## src/rtl/padlock_pkg.sv

```systemverilog
// Shared types and helpers for the code padlock.
// Build option: PADLOCK_LOCKOUT_EN enables the failed-attempt lockout with alarm.
package padlock_pkg;

   localparam int DIGIT_W = 4;

   typedef enum logic [1:0] {
      ENTRY    = 2'd0,
      UNLOCKED = 2'd1,
      LOCKOUT  = 2'd2
   } state_e;

   // Digit k of a packed code (digit 0 in the low nibble); up to 8 digits.
   function automatic logic [DIGIT_W-1:0] code_digit(input logic [8*DIGIT_W-1:0] code,
                                                      input logic [3:0]           idx);
      code_digit = '0;
      for (int k = 0; k < 8; k++) begin
         if (idx == 4'(k)) code_digit = code[k*DIGIT_W +: DIGIT_W];
      end
   endfunction

endpackage

```

## src/rtl/button_edge_detect.sv

```systemverilog
// Rising-edge detection for the digit buttons and the open request.
// Edges are suppressed for the first cycle after reset so that inputs held
// high through reset release never register as a press or request.
module button_edge_detect #(
   parameter int NUM_BUTTONS = 10
) (
   input  logic                   clk,
   input  logic                   rst,
   input  logic [NUM_BUTTONS-1:0] buttons,
   input  logic                   open,
   output logic                   press_valid,
   output logic                   press_multi,
   output logic [3:0]             press_idx,
   output logic                   open_req
);

   logic [NUM_BUTTONS-1:0] prev_buttons_q, prev_buttons_d;
   logic                   prev_open_q, prev_open_d;
   logic                   armed_q, armed_d;
   logic [NUM_BUTTONS-1:0] rise;

   // Next values of the history registers.
   always_comb begin
      prev_buttons_d = buttons;
      prev_open_d    = open;
      armed_d        = 1'b1;
   end

   // History registers; cleared by reset.
   always_ff @(posedge clk or posedge rst) begin
      if (rst) begin
         prev_buttons_q <= '0;
         prev_open_q    <= 1'b0;
         armed_q        <= 1'b0;
      end else begin
         prev_buttons_q <= prev_buttons_d;
         prev_open_q    <= prev_open_d;
         armed_q        <= armed_d;
      end
   end

   // Edge decode: any rise is a press, more than one rise marks it invalid,
   // the index reports the lowest rising button.
   always_comb begin
      rise        = armed_q ? (buttons & ~prev_buttons_q) : '0;
      press_valid = |rise;
      press_multi = (rise & (rise - 1'b1)) != '0;
      press_idx   = '0;
      for (int i = NUM_BUTTONS - 1; i >= 0; i--) begin
         if (rise[i]) press_idx = 4'(i);
      end
      open_req    = armed_q && open && !prev_open_q;
   end

endmodule

```

## src/rtl/code_padlock.sv

```systemverilog
// Sequential code lock: digits are entered one press at a time, then an open
// request either unlocks for OPEN_CYCLES or counts as a failed attempt.
// Build option: PADLOCK_LOCKOUT_EN adds the tries counter, LOCKOUT state and
// alarm; without it a failure only clears the entry and alarm stays 0.
module code_padlock
   import padlock_pkg::*;
#(
   parameter int                      NUM_BUTTONS    = 10,
   parameter int                      CODE_LEN       = 4,
   parameter logic [4*CODE_LEN-1:0]   CODE           = 16'h9426,
   parameter int                      MAX_TRIES      = 3,
   parameter int                      OPEN_CYCLES    = 500,
   parameter int                      LOCKOUT_CYCLES = 1000
) (
   input  logic                   clk,
   input  logic                   reset,
   input  logic [NUM_BUTTONS-1:0] buttons,
   input  logic                   open,
   output logic                   lock,
   output logic                   alarm,
   output logic [3:0]             digit_count
);

   localparam int TIMER_MAX = (OPEN_CYCLES > LOCKOUT_CYCLES) ? OPEN_CYCLES : LOCKOUT_CYCLES;
   localparam int TIMER_W   = $clog2(TIMER_MAX + 1);
   localparam logic [3:0]  FULL_CNT = 4'(CODE_LEN);
   localparam logic [3:0]  SAT_CNT  = 4'(CODE_LEN + 1);
   localparam logic [31:0] CODE_EXT = 32'(CODE);

   logic       press_valid, press_multi, open_req;
   logic [3:0] press_idx;

   state_e               state_q, state_d;
   logic [TIMER_W-1:0]   timer_q, timer_d;
   logic [3:0]           count_q, count_d;
   logic                 mismatch_q, mismatch_d;
   logic                 lock_q, lock_d;
`ifdef PADLOCK_LOCKOUT_EN
   localparam int TRIES_W = (MAX_TRIES > 1) ? $clog2(MAX_TRIES) : 1;
   localparam logic [TRIES_W-1:0] LAST_TRY = TRIES_W'(MAX_TRIES - 1);
   logic [TRIES_W-1:0]   tries_q, tries_d;
   logic                 alarm_q, alarm_d;
`endif

   button_edge_detect #(.NUM_BUTTONS(NUM_BUTTONS)) u_edge (
      .clk         (clk),
      .rst         (reset),
      .buttons     (buttons),
      .open        (open),
      .press_valid (press_valid),
      .press_multi (press_multi),
      .press_idx   (press_idx),
      .open_req    (open_req)
   );

   // Next-state logic: entry accumulation, request evaluation, timed states.
   always_comb begin
      state_d    = state_q;
      timer_d    = timer_q;
      count_d    = count_q;
      mismatch_d = mismatch_q;
`ifdef PADLOCK_LOCKOUT_EN
      tries_d    = tries_q;
`endif
      case (state_q)
         ENTRY: begin
            // A request wins over a simultaneous press and sees the pre-press entry.
            if (open_req) begin
               count_d    = '0;
               mismatch_d = 1'b0;
               if (count_q == FULL_CNT && !mismatch_q) begin
                  state_d = UNLOCKED;
                  timer_d = TIMER_W'(OPEN_CYCLES);
`ifdef PADLOCK_LOCKOUT_EN
                  tries_d = '0;
`endif
               end else begin
`ifdef PADLOCK_LOCKOUT_EN
                  if (tries_q == LAST_TRY) begin
                     state_d = LOCKOUT;
                     timer_d = TIMER_W'(LOCKOUT_CYCLES);
                     tries_d = '0;
                  end else begin
                     tries_d = tries_q + 1'b1;
                  end
`endif
               end
            end else if (press_valid) begin
               // Wrong digits are only remembered; nothing visible changes until the request.
               if (press_multi || count_q >= FULL_CNT ||
                   press_idx != code_digit(CODE_EXT, count_q)) begin
                  mismatch_d = 1'b1;
               end
               if (count_q != SAT_CNT) count_d = count_q + 4'd1;
            end
         end
         UNLOCKED: begin
            timer_d    = timer_q - 1'b1;
            count_d    = '0;
            mismatch_d = 1'b0;
            if (timer_q == TIMER_W'(1)) state_d = ENTRY;
         end
`ifdef PADLOCK_LOCKOUT_EN
         LOCKOUT: begin
            timer_d    = timer_q - 1'b1;
            count_d    = '0;
            mismatch_d = 1'b0;
            if (timer_q == TIMER_W'(1)) state_d = ENTRY;
         end
`endif
         default: begin
            state_d    = ENTRY;
            count_d    = '0;
            mismatch_d = 1'b0;
         end
      endcase
      lock_d  = (state_d != UNLOCKED);
`ifdef PADLOCK_LOCKOUT_EN
      alarm_d = (state_d == LOCKOUT);
`endif
   end

   // State and registered outputs; reset returns to a locked, cleared entry.
   always_ff @(posedge clk or posedge reset) begin
      if (reset) begin
         state_q    <= ENTRY;
         timer_q    <= '0;
         count_q    <= '0;
         mismatch_q <= 1'b0;
         lock_q     <= 1'b1;
`ifdef PADLOCK_LOCKOUT_EN
         tries_q    <= '0;
         alarm_q    <= 1'b0;
`endif
      end else begin
         state_q    <= state_d;
         timer_q    <= timer_d;
         count_q    <= count_d;
         mismatch_q <= mismatch_d;
         lock_q     <= lock_d;
`ifdef PADLOCK_LOCKOUT_EN
         tries_q    <= tries_d;
         alarm_q    <= alarm_d;
`endif
      end
   end

   assign lock        = lock_q;
   assign digit_count = count_q;
`ifdef PADLOCK_LOCKOUT_EN
   assign alarm       = alarm_q;
`else
   assign alarm       = 1'b0;
`endif

endmodule

```

## config.mk

```make
export PLATFORM = sky130hd
export DESIGN_NAME = code_padlock
export DESIGN_NICKNAME = d
export VERILOG_FILES = /design/src/rtl/padlock_pkg.sv /design/src/rtl/button_edge_detect.sv /design/src/rtl/code_padlock.sv
export SDC_FILE = /design/constraint.sdc
export NUM_CORES = 1
export LEC_CHECK = 0
export CORE_UTILIZATION = 40
export CTS_CLUSTER_SIZE = 16
export DETAILED_ROUTE_END_ITERATION = 10
export MAX_ROUTING_LAYER = met4
export SLEW_MARGIN = 40
export SYNTH_ARGS = -nofsm -noshare
export SYNTH_HDL_FRONTEND = slang
export SYNTH_HIERARCHICAL = 1
export SYNTH_SLANG_ARGS = --single-unit
```

## constraint.sdc

```tcl
create_clock -name clk -period 5.5 [get_ports clk]
set_clock_uncertainty 0.1 [all_clocks]
set_input_delay 0.55 -clock clk [delete_from_list [all_inputs] [get_ports clk]]
set_output_delay 0.55 -clock clk [all_outputs]
set_load 0.01 [all_outputs]
```

==> impl_summary.md <==
Worst setup path
In this run the critical register-to-register path is captured at state_q[0]$_DFF_PP0_. The largest individual stage delay along the critical path comes from the cell sky130_fd_sc_hd__clkdlybuf4s50_1. The setup check on the worst reg-to-reg path leaves a slack of roughly 3.2 ns.

The length in cells of the worst reg-to-reg path is 4. The dominant delay contributor by cell family on the critical path is simple AND/OR/NAND/NOR gates. The startpoint identified for the worst register-to-register timing path is timer_q[5]$_DFFE_PP0P_. STA classifies the critical path startpoint as an input pin. Along the worst path, the maximum fanout reaches 5. The critical path goes through clkdlybuf4s50_1 > nor2b_1 > o21a_1 > nor2_1 > a21boi_0 > a21oi_1 > nor4bb_1 > or3_1 > a211oi_1. The critical path class is in -> reg. STA puts the critical path data arrival time at 2.67 ns. Together, buffers and inverters on the worst path number 1. The nature of the critical path endpoint is a register. The largest single stage delay on the critical path is ~0.47 ns. STA puts the critical path data required time at between 5 and 6 ns.

STA
Of the available clock period, the critical path in the final layout requires 0.471. The smallest clock period supported by the final layout is computed as about 2.6 ns. For this run, the top clock speed supported by timing is 0.386 GHz. The final worst hold slack is between 0.4 and 0.5 ns. The final number of hold-violating endpoints is 0. The final count of negative-setup-slack endpoints is 0.

Setup repair after global routing left no endpoint under its margin. Adding up every negative setup slack in the final design gives 0 ns. For the pin with the worst max-slew slack, the measured transition is about 0.72 ns. The remaining max-slew budget at the tightest pin is 0.517.

The final count of pins violating max slew came to 0.

Finish
Summing all multi-input logic gate instances after layout gives roughly 880 µm². Summing all flip-flop and latch instances after layout gives ~750 µm². The antenna diode instance count is 0. The final design utilization is 0.492.

Of the cells placed in the final design, the portion with a size suffix greater than 1 is 0.0914. For this run, the post-layout net count is approximately 220. The post-synthesis to final-layout area growth is 18.0%. Leaving out filler cells and counting taps, the final layout contains 247. After filler insertion, the fill cell instance count of the layout stands at 370.

Clock network
In this run, CTS created clock tree buffers numbering 5. The post-CTS setup buffer count is 0. TritonCTS built the clock tree. The number of clock sinks is 30. No sink is reached through more buffers than the 2 on the longest clock path. CTS built an H-tree with a depth of 2. The register clock-pin slew on the reported worst setup and hold paths is roughly 0.070 ns. The cell at the root of the clock tree is sky130_fd_sc_hd__clkbuf_8. The post-cts resize count is 0.

The number of buffers added to fix hold violations after cts is 0. At the later pin of the worst-skew pair, clock insertion delay measures 0.28 ns.

Detailed routing
After detailed routing, no signal wire sits above met4. The detail route stage leaves a number of antenna-violating nets equal to 0. Dividing the detail-routed wire length by the instance count gives ~14 µm. Summed over all layers, the routed wires come to 3.35 mm. The total vias in the final route is 1356.

The first routing iteration left just under 100 violations. The routed length on met1 is between 1 and 1.5 mm. The via density per instance is between 5 and 6. The count of TritonRoute iterations in the first routing pass is 4.

The met3 routed wirelength is around 120 µm. Detailed routing placed a total of between 1.5 and 2 mm of wire on met2. For this run, design rule violations remaining after detail routing come to 0.

Floorplanning
The die covers roughly 4400 µm². Row generation in the floorplan step produced 23 rows. The starting utilization of the core area is 0.417. The chip width is around 67 µm.

Measured along the y axis, the die boundary spans about 67 µm. The area inside the core boundary is around 4000 µm². Pin placement for this block handled 19 I/O pins.

Synth
The commonest cells after synthesis are 29 x sky130_fd_sc_hd__dfrtp_1, 15 x sky130_fd_sc_hd__nor2_1, 15 x sky130_fd_sc_hd__o21ai_0. The count of flip-flops with a built-in enable after synthesis is 0. Yosys printed 6 warnings.

In the synthesized netlist the dominant register cell turns out to be sky130_fd_sc_hd__dfrtp_1. Of the post-synthesis cell area, the dominant cell type holds 0.435. The most common cell in the synthesized netlist is sky130_fd_sc_hd__dfrtp_1. After synthesis, the cell types taking the most area are sky130_fd_sc_hd__dfrtp_1 44%, sky130_fd_sc_hd__ha_1 4.5%, sky130_fd_sc_hd__o21ai_0 4.5%, sky130_fd_sc_hd__a21oi_1 4.2%, sky130_fd_sc_hd__nor2_1 3.4%. The mapped netlist covers 1670 µm². The post-synthesis area per instance is between 9 and 10 µm². The largest area contributor in the netlist is sky130_fd_sc_hd__dfrtp_1. For this run, asynchronously set or reset flops after synthesis account for 1.00. The register area share after synthesis is 0.451. The number of different library cells used by synthesis comes to 47. Counting flops and latches in the post-synthesis netlist gives 30.

The post-synthesis instance total is roughly 180.

Power
The worst supply voltage drop on vdd is about 170 µV. The leakage power is 0.843 nW. Total power for the finished layout comes to between 0.5 and 0.6 mW. Power spread over the standard cell area amounts to around 250 nW/µm².

Global route
After global routing the overflow that remains totals 0. The number of antenna violations at the first check in global routing came to 0. The global-route wire length before repair is about 5.6 mm. The overall routing resource usage is 0.177. The via count of the first global-routing pass came to about 1300. The largest net degree at the start of global routing is 19.

Hold path
The worst hold path terminates at timer_q[2]$_DFFE_PP0P_. The number of cells traversed by the worst hold path is 1. The startpoint identified for the worst hold timing path is state_q[0]$_DFF_PP0_. In this run the worst hold path is classified as reg -> reg.

Placement
The count of input and output buffers is 17. The detailed placement HPWL is 2.52 mm. The final RePlAce weighted congestion is 0.787. The placed cell count is between 200 and 250.

Outcome
The flow ran to the end, and the final reports show no timing, DRC or antenna violations.

Job
The count of maximum capacitance violations is 0.
## worst max path at each step
| stage | start | endpoint | slack, ns | cells past startpoint |
|---|---|---|---|---|
| after floorplan | buttons[5] | mismatch_q$_DFFE_PP0P_ | 3.33 | 9 |
| after global placement | buttons[2] | mismatch_q$_DFFE_PP0P_ | 2.72 | 9 |
| after detailed placement | open | timer_q[5]$_DFFE_PP0P_ | 2.61 | 7 |
| after CTS | open | timer_q[5]$_DFFE_PP0P_ | 2.91 | 7 |
| after global routing | buttons[2] | mismatch_q$_DFFE_PP0P_ | 2.79 | 9 |
| final | buttons[2] | mismatch_q$_DFFE_PP0P_ | 2.91 | 9 |
## per-layer routing
| metal | up-vias | GRT usage |
|---|---|---|
| met1 | 649 | 0.186 |
| met3 | 8 | 0.0514 |
| met2 | 31 | 0.299 |
| li1 | 668 | - |
| met5 | - | - |
| met4 | 0 | 0.0931 |
## cell type report
type                       count  share of cell area
timing repair buffer          17              0.0865
multi-input combinational    136               0.446
clock inverter                 2             0.00509
clock buffer                   6              0.0369
inverter                       6              0.0115
sequential                    30               0.382
tap                           50              0.0318
## registers in the layout, summed over array words and instances, names as in the netlist
register               count
digit_count                4
u_edge/prev_buttons_q     10
mismatch_q                 1
state_q                    2
u_edge/armed_q             1
lock                       1
timer_q                   10
u_edge/prev_open_q         1
## power by group
part	leakage (nW)	internal (mW)	switching, mW	total [mW]
logic	0.442	0.0417	0.0447	0.0865
clock network	0.0450	0.0874	0.0803	0.168
registers	0.357	0.234	0.0131	0.247
total	0.843	0.363	0.138	0.501
## logic make-up after synthesis
kind of cell | Yosys count | share of synthesized area
XOR/XNOR | 3 | 0.0158
adder cells (fa/ha/maj) | 7 | 0.0518
AO/OA/AOI/OAI | 45 | 0.165
flip-flops | 30 | 0.451
other | 2 | 0.00451
buffers and inverters | 10 | 0.0248
AND/OR/NAND/NOR | 78 | 0.287
## placed cells by master (no fill, tap or decap), drive strengths merged, types with 4 or more instances in the layout
cell type	instances
o21ai	16
nand2b	8
dfrtp	29
clkbuf	6
nand2	9
nor2	15
nand3	5
a21oi	14
inv	6
clkdlybuf4s50	17
or3	6
and3	7
a31oi	4
nor2b	9
ha	6
## worst register-to-register path, cell delays in order (launching register included)
cell,delay [ns]
sky130_fd_sc_hd__dfrtp_1,0.41
sky130_fd_sc_hd__or4_4,0.57
sky130_fd_sc_hd__or3_4,0.36
sky130_fd_sc_hd__or4b_4,0.52
sky130_fd_sc_hd__a21o_1,0.20
## metrics by stage
step / worst slack (ns) / area, µm²
floorplan: 3.33 / 1670
global placement: 2.72 / 1880
detailed placement: 2.61 / 1880
CTS: 2.91 / 1970
global route: 2.79 / 1970
finish: 2.91 / 1970
(Power assumes the default switching activity.)
==> RTL edit 1: new RTL, same settings <==
Add an input register stage for `buttons` and `open`; this delays them by one clock.
--- a/src/rtl/code_padlock.sv
+++ b/src/rtl/code_padlock.sv
@@ -27,6 +27,14 @@
    localparam logic [3:0]  SAT_CNT  = 4'(CODE_LEN + 1);
    localparam logic [31:0] CODE_EXT = 32'(CODE);
 
+   logic [NUM_BUTTONS-1:0] buttons_q;
+   logic open_q;
+
+   always_ff @(posedge clk) begin
+      buttons_q <= buttons;
+      open_q    <= open;
+   end
+
    logic       press_valid, press_multi, open_req;
    logic [3:0] press_idx;
 
@@ -45,8 +53,8 @@
    button_edge_detect #(.NUM_BUTTONS(NUM_BUTTONS)) u_edge (
       .clk         (clk),
       .rst         (reset),
-      .buttons     (buttons),
-      .open        (open),
+      .buttons     (buttons_q),
+      .open        (open_q),
       .press_valid (press_valid),
       .press_multi (press_multi),
       .press_idx   (press_idx),
Formal check against the unedited RTL: not equivalent (a bounded check fails within 4 cycles, from zero or initial values and one cycle with reset high).
==> RTL edit 1 against the unedited design <==
The flow now finishes with violations (DRC). Utilization increased by 0.38 points. Cell area is 13% higher. Sequential cell count up 11. Maximum frequency up 15%. Via count grew 2.0%. Synthesized area is 14% higher. Wire length increased by 3.7%. Non-clock buffer count unchanged. Cell count rose by 5.7%. Power rose by 31%. Combinational power increased by 42%. Setup slack gained 0.35 ns.
==> RTL edit 1: results (changes against the unedited design) <==
| Metric | Value |
|---|---|
| Placed Area | 2130 um2 (was 1880 um2) |
| RR Startpoint | u_edge/armed_q (was timer_q[5]) |
| Core box area | 4470 um2 (was 4000 um2) |
| Slowest cell delay on critical path | 0.58 ns (was 0.47 ns) |
| Run status | finished, violations left (was finished clean) |
| Synth unique cells | 49 (was 47) |
| CP Max Fanout | 13 (was 5) |
| Post-synth top cells | dfrtp_1 (29), nor2_1 (16), o21ai_0 (12) (was dfrtp_1 (29), nor2_1 (15), o21ai_0 (15)) |
| Top cells by area, synth | dfrtp_1 (38%), dfxtp_1 (12%), ha_1 (3.9%) (was dfrtp_1 (44%), ha_1 (4.5%), o21ai_0 (4.5%)) |
| Violated checks | DRC |
| Nets | 227 (was 215) |
| Residual DRC | 1 (was 0) |
| Hold path cells | 0 (was 1) |
| CP max stage cell | dfrtp_1 (was clkdlybuf4s50_1) |
| Post-synthesis adder-cell area fraction | 4.53% (was 5.18%) |
| Maximum VDD drop | 206 uV (was 165 uV) |
| DR vias/cell | 5.30 (was 5.49) |
| Initial antenna violation count | 0 (unchanged) |
| Seq/Total Area, Yosys | 51.0% (was 45.1%) |
| First DRT Iteration DRCs | 76 (was 99) |
| Total Power | 0.658 mW (was 0.501 mW) |
| Clock-pin slew on the worst setup and hold paths | 0.08 ns |
| Sw frac | 29.0% (was 27.5%) |
| Fraction of layout cells with a size suffix above 1 | 9.57% (was 9.14%) |
| WL/cell | 13.3 um (was 13.5 um) |
| All-Layer GR Usage | 16.2% (was 17.7%) |
| First-pass GRT wire length | 6150 um (was 5570 um) |
| Critical path's top delay family | compound AO/OA/AOI/OAI gates (was simple AND/OR/NAND/NOR gates) |
| Worst skew pair latency | 0.29 ns |
| Mux share of post-synthesis cell area | 0% (unchanged) |
| Sequential share of power | 52.0% (was 49.3%) |
| Hold Startpoint | buttons_q[9] (was state_q[0]) |
| Hold endpoint | u_edge/prev_buttons_q[9] (was timer_q[2]) |
| Drt first pass iters | 7 (was 4) |
| Routability Congestion | 0.857 (was 0.787) |
| XOR/XNOR Fraction of Synth Area | 1.38% (was 1.58%) |
| CP Class | reg2reg (was in2reg) |
| TritonCTS Buffers | 5 (unchanged) |
| Pin count of the biggest net entering global routing | 19 (unchanged) |
| Combinational Power Share | 18.8% (was 17.2%) |
| Vias in the first global route | 1392 (was 1289) |
| Worst path arrival time | 2.34 ns (was 2.67 ns) |
| Pleak | 0.949 nW (was 0.843 nW) |
| Max-Slew Margin vs Limit | 53.4% (was 51.7%) |
| Reg2reg path depth | 7 (was 4) |
| Compound-Gate Fraction of Synth Area | 14.8% (was 16.5%) |
| Post-DP HPWL | 2540 um (was 2520 um) |
| Fin Hold WS | 0.242 ns (was 0.439 ns) |
| YS warnings | 6 (unchanged) |
| Worst Hold Class | reg2reg (unchanged) |
| Post-synth ARST share | 73.2% (was 100%) |
| Achievable Freq | 445 MHz (was 386 MHz) |
[RTL edit 1: cell count changes in the layout (fill, tap and decap cells not counted), moves of 3 or more]
cell	before	now
dfxtp_1	0	11
a21oi_1	14	9
and3_1	6	2
nor3_1	3	7
nand2b_1	8	11
[RTL edit 1: cell type report]
type | instances | area, um2
clock buffer | 6 | 72.6
clock inverter | 2 | 15.0
fill | 389 | 2260
inverter | 7 | 26.3
multi-input combinational | 136 | 896
sequential | 41 | 972
tap | 52 | 65.1
timing repair buffer | 17 | 170
[RTL edit 1: layer usage]
layer	wire (um)	part of all wire, %	track usage (%)
met1	1730	50	19.7
met2	1650	48	26.1
met3	72	2.1	2.99
met4	23	0.66	7.33
met5	0	0	-
[RTL edit 1: metrics by stage]
step | std cells | utilization [%]
2_1_floorplan | 187 | -
3_3_place_gp | 253 | 47.6
3_5_place_dp | 253 | 47.6
4_1_cts | 261 | 49.6
5_1_grt | 261 | 49.6
6_report | 261 | 49.6
==> RTL edit 2: new RTL, same settings <==
Without the edit above. The parameter `LOCKOUT_CYCLES` goes from 1000 to 4000.
--- a/src/rtl/code_padlock.sv
+++ b/src/rtl/code_padlock.sv
@@ -10,7 +10,7 @@
    parameter logic [4*CODE_LEN-1:0]   CODE           = 16'h9426,
    parameter int                      MAX_TRIES      = 3,
    parameter int                      OPEN_CYCLES    = 500,
-   parameter int                      LOCKOUT_CYCLES = 1000
+   parameter int                      LOCKOUT_CYCLES = 4000
 ) (
    input  logic                   clk,
    input  logic                   reset,
Function: no difference found for any inputs over 10 cycles, from zero or initial values and one cycle with reset high; that may be too few to reach the edited logic, so the function may still have changed.
==> RTL edit 2 against the unedited design <==
Utilization increased by 1.5 points. Cell area increased by 6.7%. Global-route usage increased by 1.2 points. Count of clock-buffer cells in the layout increased by 2. Via count increased by 7.3%. Setup slack improved by 0.038 ns. Synthesized area increased by 6.9%. Sequential share of layout area about the same. Clock power increased by 9%. Maximum frequency increased by 1.5%. Sequential cell count increased by 2. Critical path type unchanged. Power increased by 5.2%. Wire length increased by 7.7%.
==> RTL edit 2: results (changes against the unedited design) <==
| Metric | Value |
|---|---|
| Run status | finished clean (unchanged) |
| Vias in the first global route | 1495 (was 1289) |
| Synth unique cells | 50 (was 47) |
| TritonCTS Buffers | 5 (unchanged) |
| Biggest register | timer_q |
| Worst path arrival time | 2.65 ns (was 2.67 ns) |
| Clk buf depth | 2 (unchanged) |
| Worst Hold Class | reg2reg (unchanged) |
| Critical path's top delay family | compound AO/OA/AOI/OAI gates (was simple AND/OR/NAND/NOR gates) |
| Post-synth ARST share | 100% (unchanged) |
| N_diodes | 0 (unchanged) |
| First DRT Iteration DRCs | 68 (was 99) |
| Post-synth top cells | dfrtp_1 (31), nor2_1 (15), o21ai_0 (13) (was dfrtp_1 (29), nor2_1 (15), o21ai_0 (15)) |
| Pleak | 0.843 nW (about the same) |
| CP Max Fanout | 5 (unchanged) |
| Pin count of the biggest net entering global routing | 21 (was 19) |
| Worst skew pair latency | 0.28 ns (about the same) |
| Final WL | 3600 um (was 3350 um) |
| Clock-pin slew on the worst setup and hold paths | 0.07 ns (about the same) |
| CP max stage cell | clkdlybuf4s50_1 (unchanged) |
| Nets | 228 (was 215) |
| Max reg flops | 12 |
| Seq/Total Area, Yosys | 45.0% (was 45.1%) |
| H-Tree Depth | 2 (unchanged) |
| Post-CTS Setup Bufs | 0 (unchanged) |
| YS warnings | 6 (unchanged) |
| Max-Slew Margin vs Limit | 57.3% (was 51.7%) |
| Fraction of layout cells with a size suffix above 1 | 11.4% (was 9.14%) |
| DR vias/cell | 5.60 (was 5.49) |
| Top cells by area, synth | dfrtp_1 (44%), ha_1 (4.2%), o21ai_0 (3.7%) (was dfrtp_1 (44%), ha_1 (4.5%), o21ai_0 (4.5%)) |
| Initial antenna violation count | 0 (unchanged) |
| All-Layer GR Usage | 18.9% (was 17.7%) |
| Port bufs | 17 (unchanged) |
| Filler cells | 412 (was 370) |
| Top FF cell, synth | dfrtp_1 (unchanged) |
| Slowest cell delay on critical path | 0.47 ns (about the same) |
| Drt first pass iters | 4 (unchanged) |
| Root Buffer | clkbuf_8 (unchanged) |
| Resized cells post-CTS | 0 (unchanged) |
| Routability Congestion | 0.831 (was 0.787) |
| Maximum VDD drop | 132 uV (was 165 uV) |
| Post-DP HPWL | 2700 um (was 2520 um) |
| First-pass GRT wire length | 6330 um (was 5570 um) |
## RTL edit 2: layout make-up
cell class	count	share of cell area, %
multi-input cells	145	45.0
flip-flops and latches	32	38.2
repair buffers	17	8.11
clock buffers	8	4.29
well taps	50	2.98
inverters	8	1.43
## RTL edit 2: cell families after synthesis
group | synth area share, %
AO/OA/AOI/OAI | 15.8
flip-flops | 45.0
AND/OR/NAND/NOR | 29.4
other | 0.422
multiplexers | 0.562
buffers and inverters | 2.53
XOR/XNOR | 1.47
adder cells (fa/ha/maj) | 4.85
## RTL edit 2: final timing paths
path                                start                  endpoint  slack, ns  cells after the start
max                            buttons[2]                mismatch_q       2.95                      9
min                            timer_q[0]                timer_q[0]       0.45                      1
max reg2reg                u_edge/armed_q                timer_q[9]       3.14                      6
min reg2reg                    timer_q[0]                timer_q[0]       0.45                      1
max in group asynchronous           reset                      lock       4.44                      2
min in group asynchronous           reset  u_edge/prev_buttons_q[0]       0.52                      2
## RTL edit 2: layer usage
layer / track usage [%] / wire length [um]
met5: - / 0
met1: 19.5 / 1560
met3: 5.26 / 113
met4: 7.14 / 52
met2: 34.1 / 1870
## RTL edit 2: through the flow
step / std cells / power, mW / cell area (um2) / utilization [%] / setup slack (ns)
2_1_floorplan: 188 / 0.319 / 1790 / - / 3.33
3_3_place_gp: 252 / 0.344 / 2000 / 48.3 / 2.76
3_5_place_dp: 252 / 0.349 / 2010 / 48.5 / 2.66
4_1_cts: 260 / 0.536 / 2100 / 50.6 / 2.94
5_1_grt: 260 / 0.557 / 2100 / 50.6 / 2.75
6_report: 260 / 0.527 / 2100 / 50.6 / 2.95
## RTL edit 2: power by group
part	total, mW	internal [mW]	switching (mW)	leakage (nW)
Combinational	0.0852	0.0405	0.0447	0.449
Clock	0.183	0.102	0.0811	0.0455
Sequential	0.259	0.247	0.0117	0.349
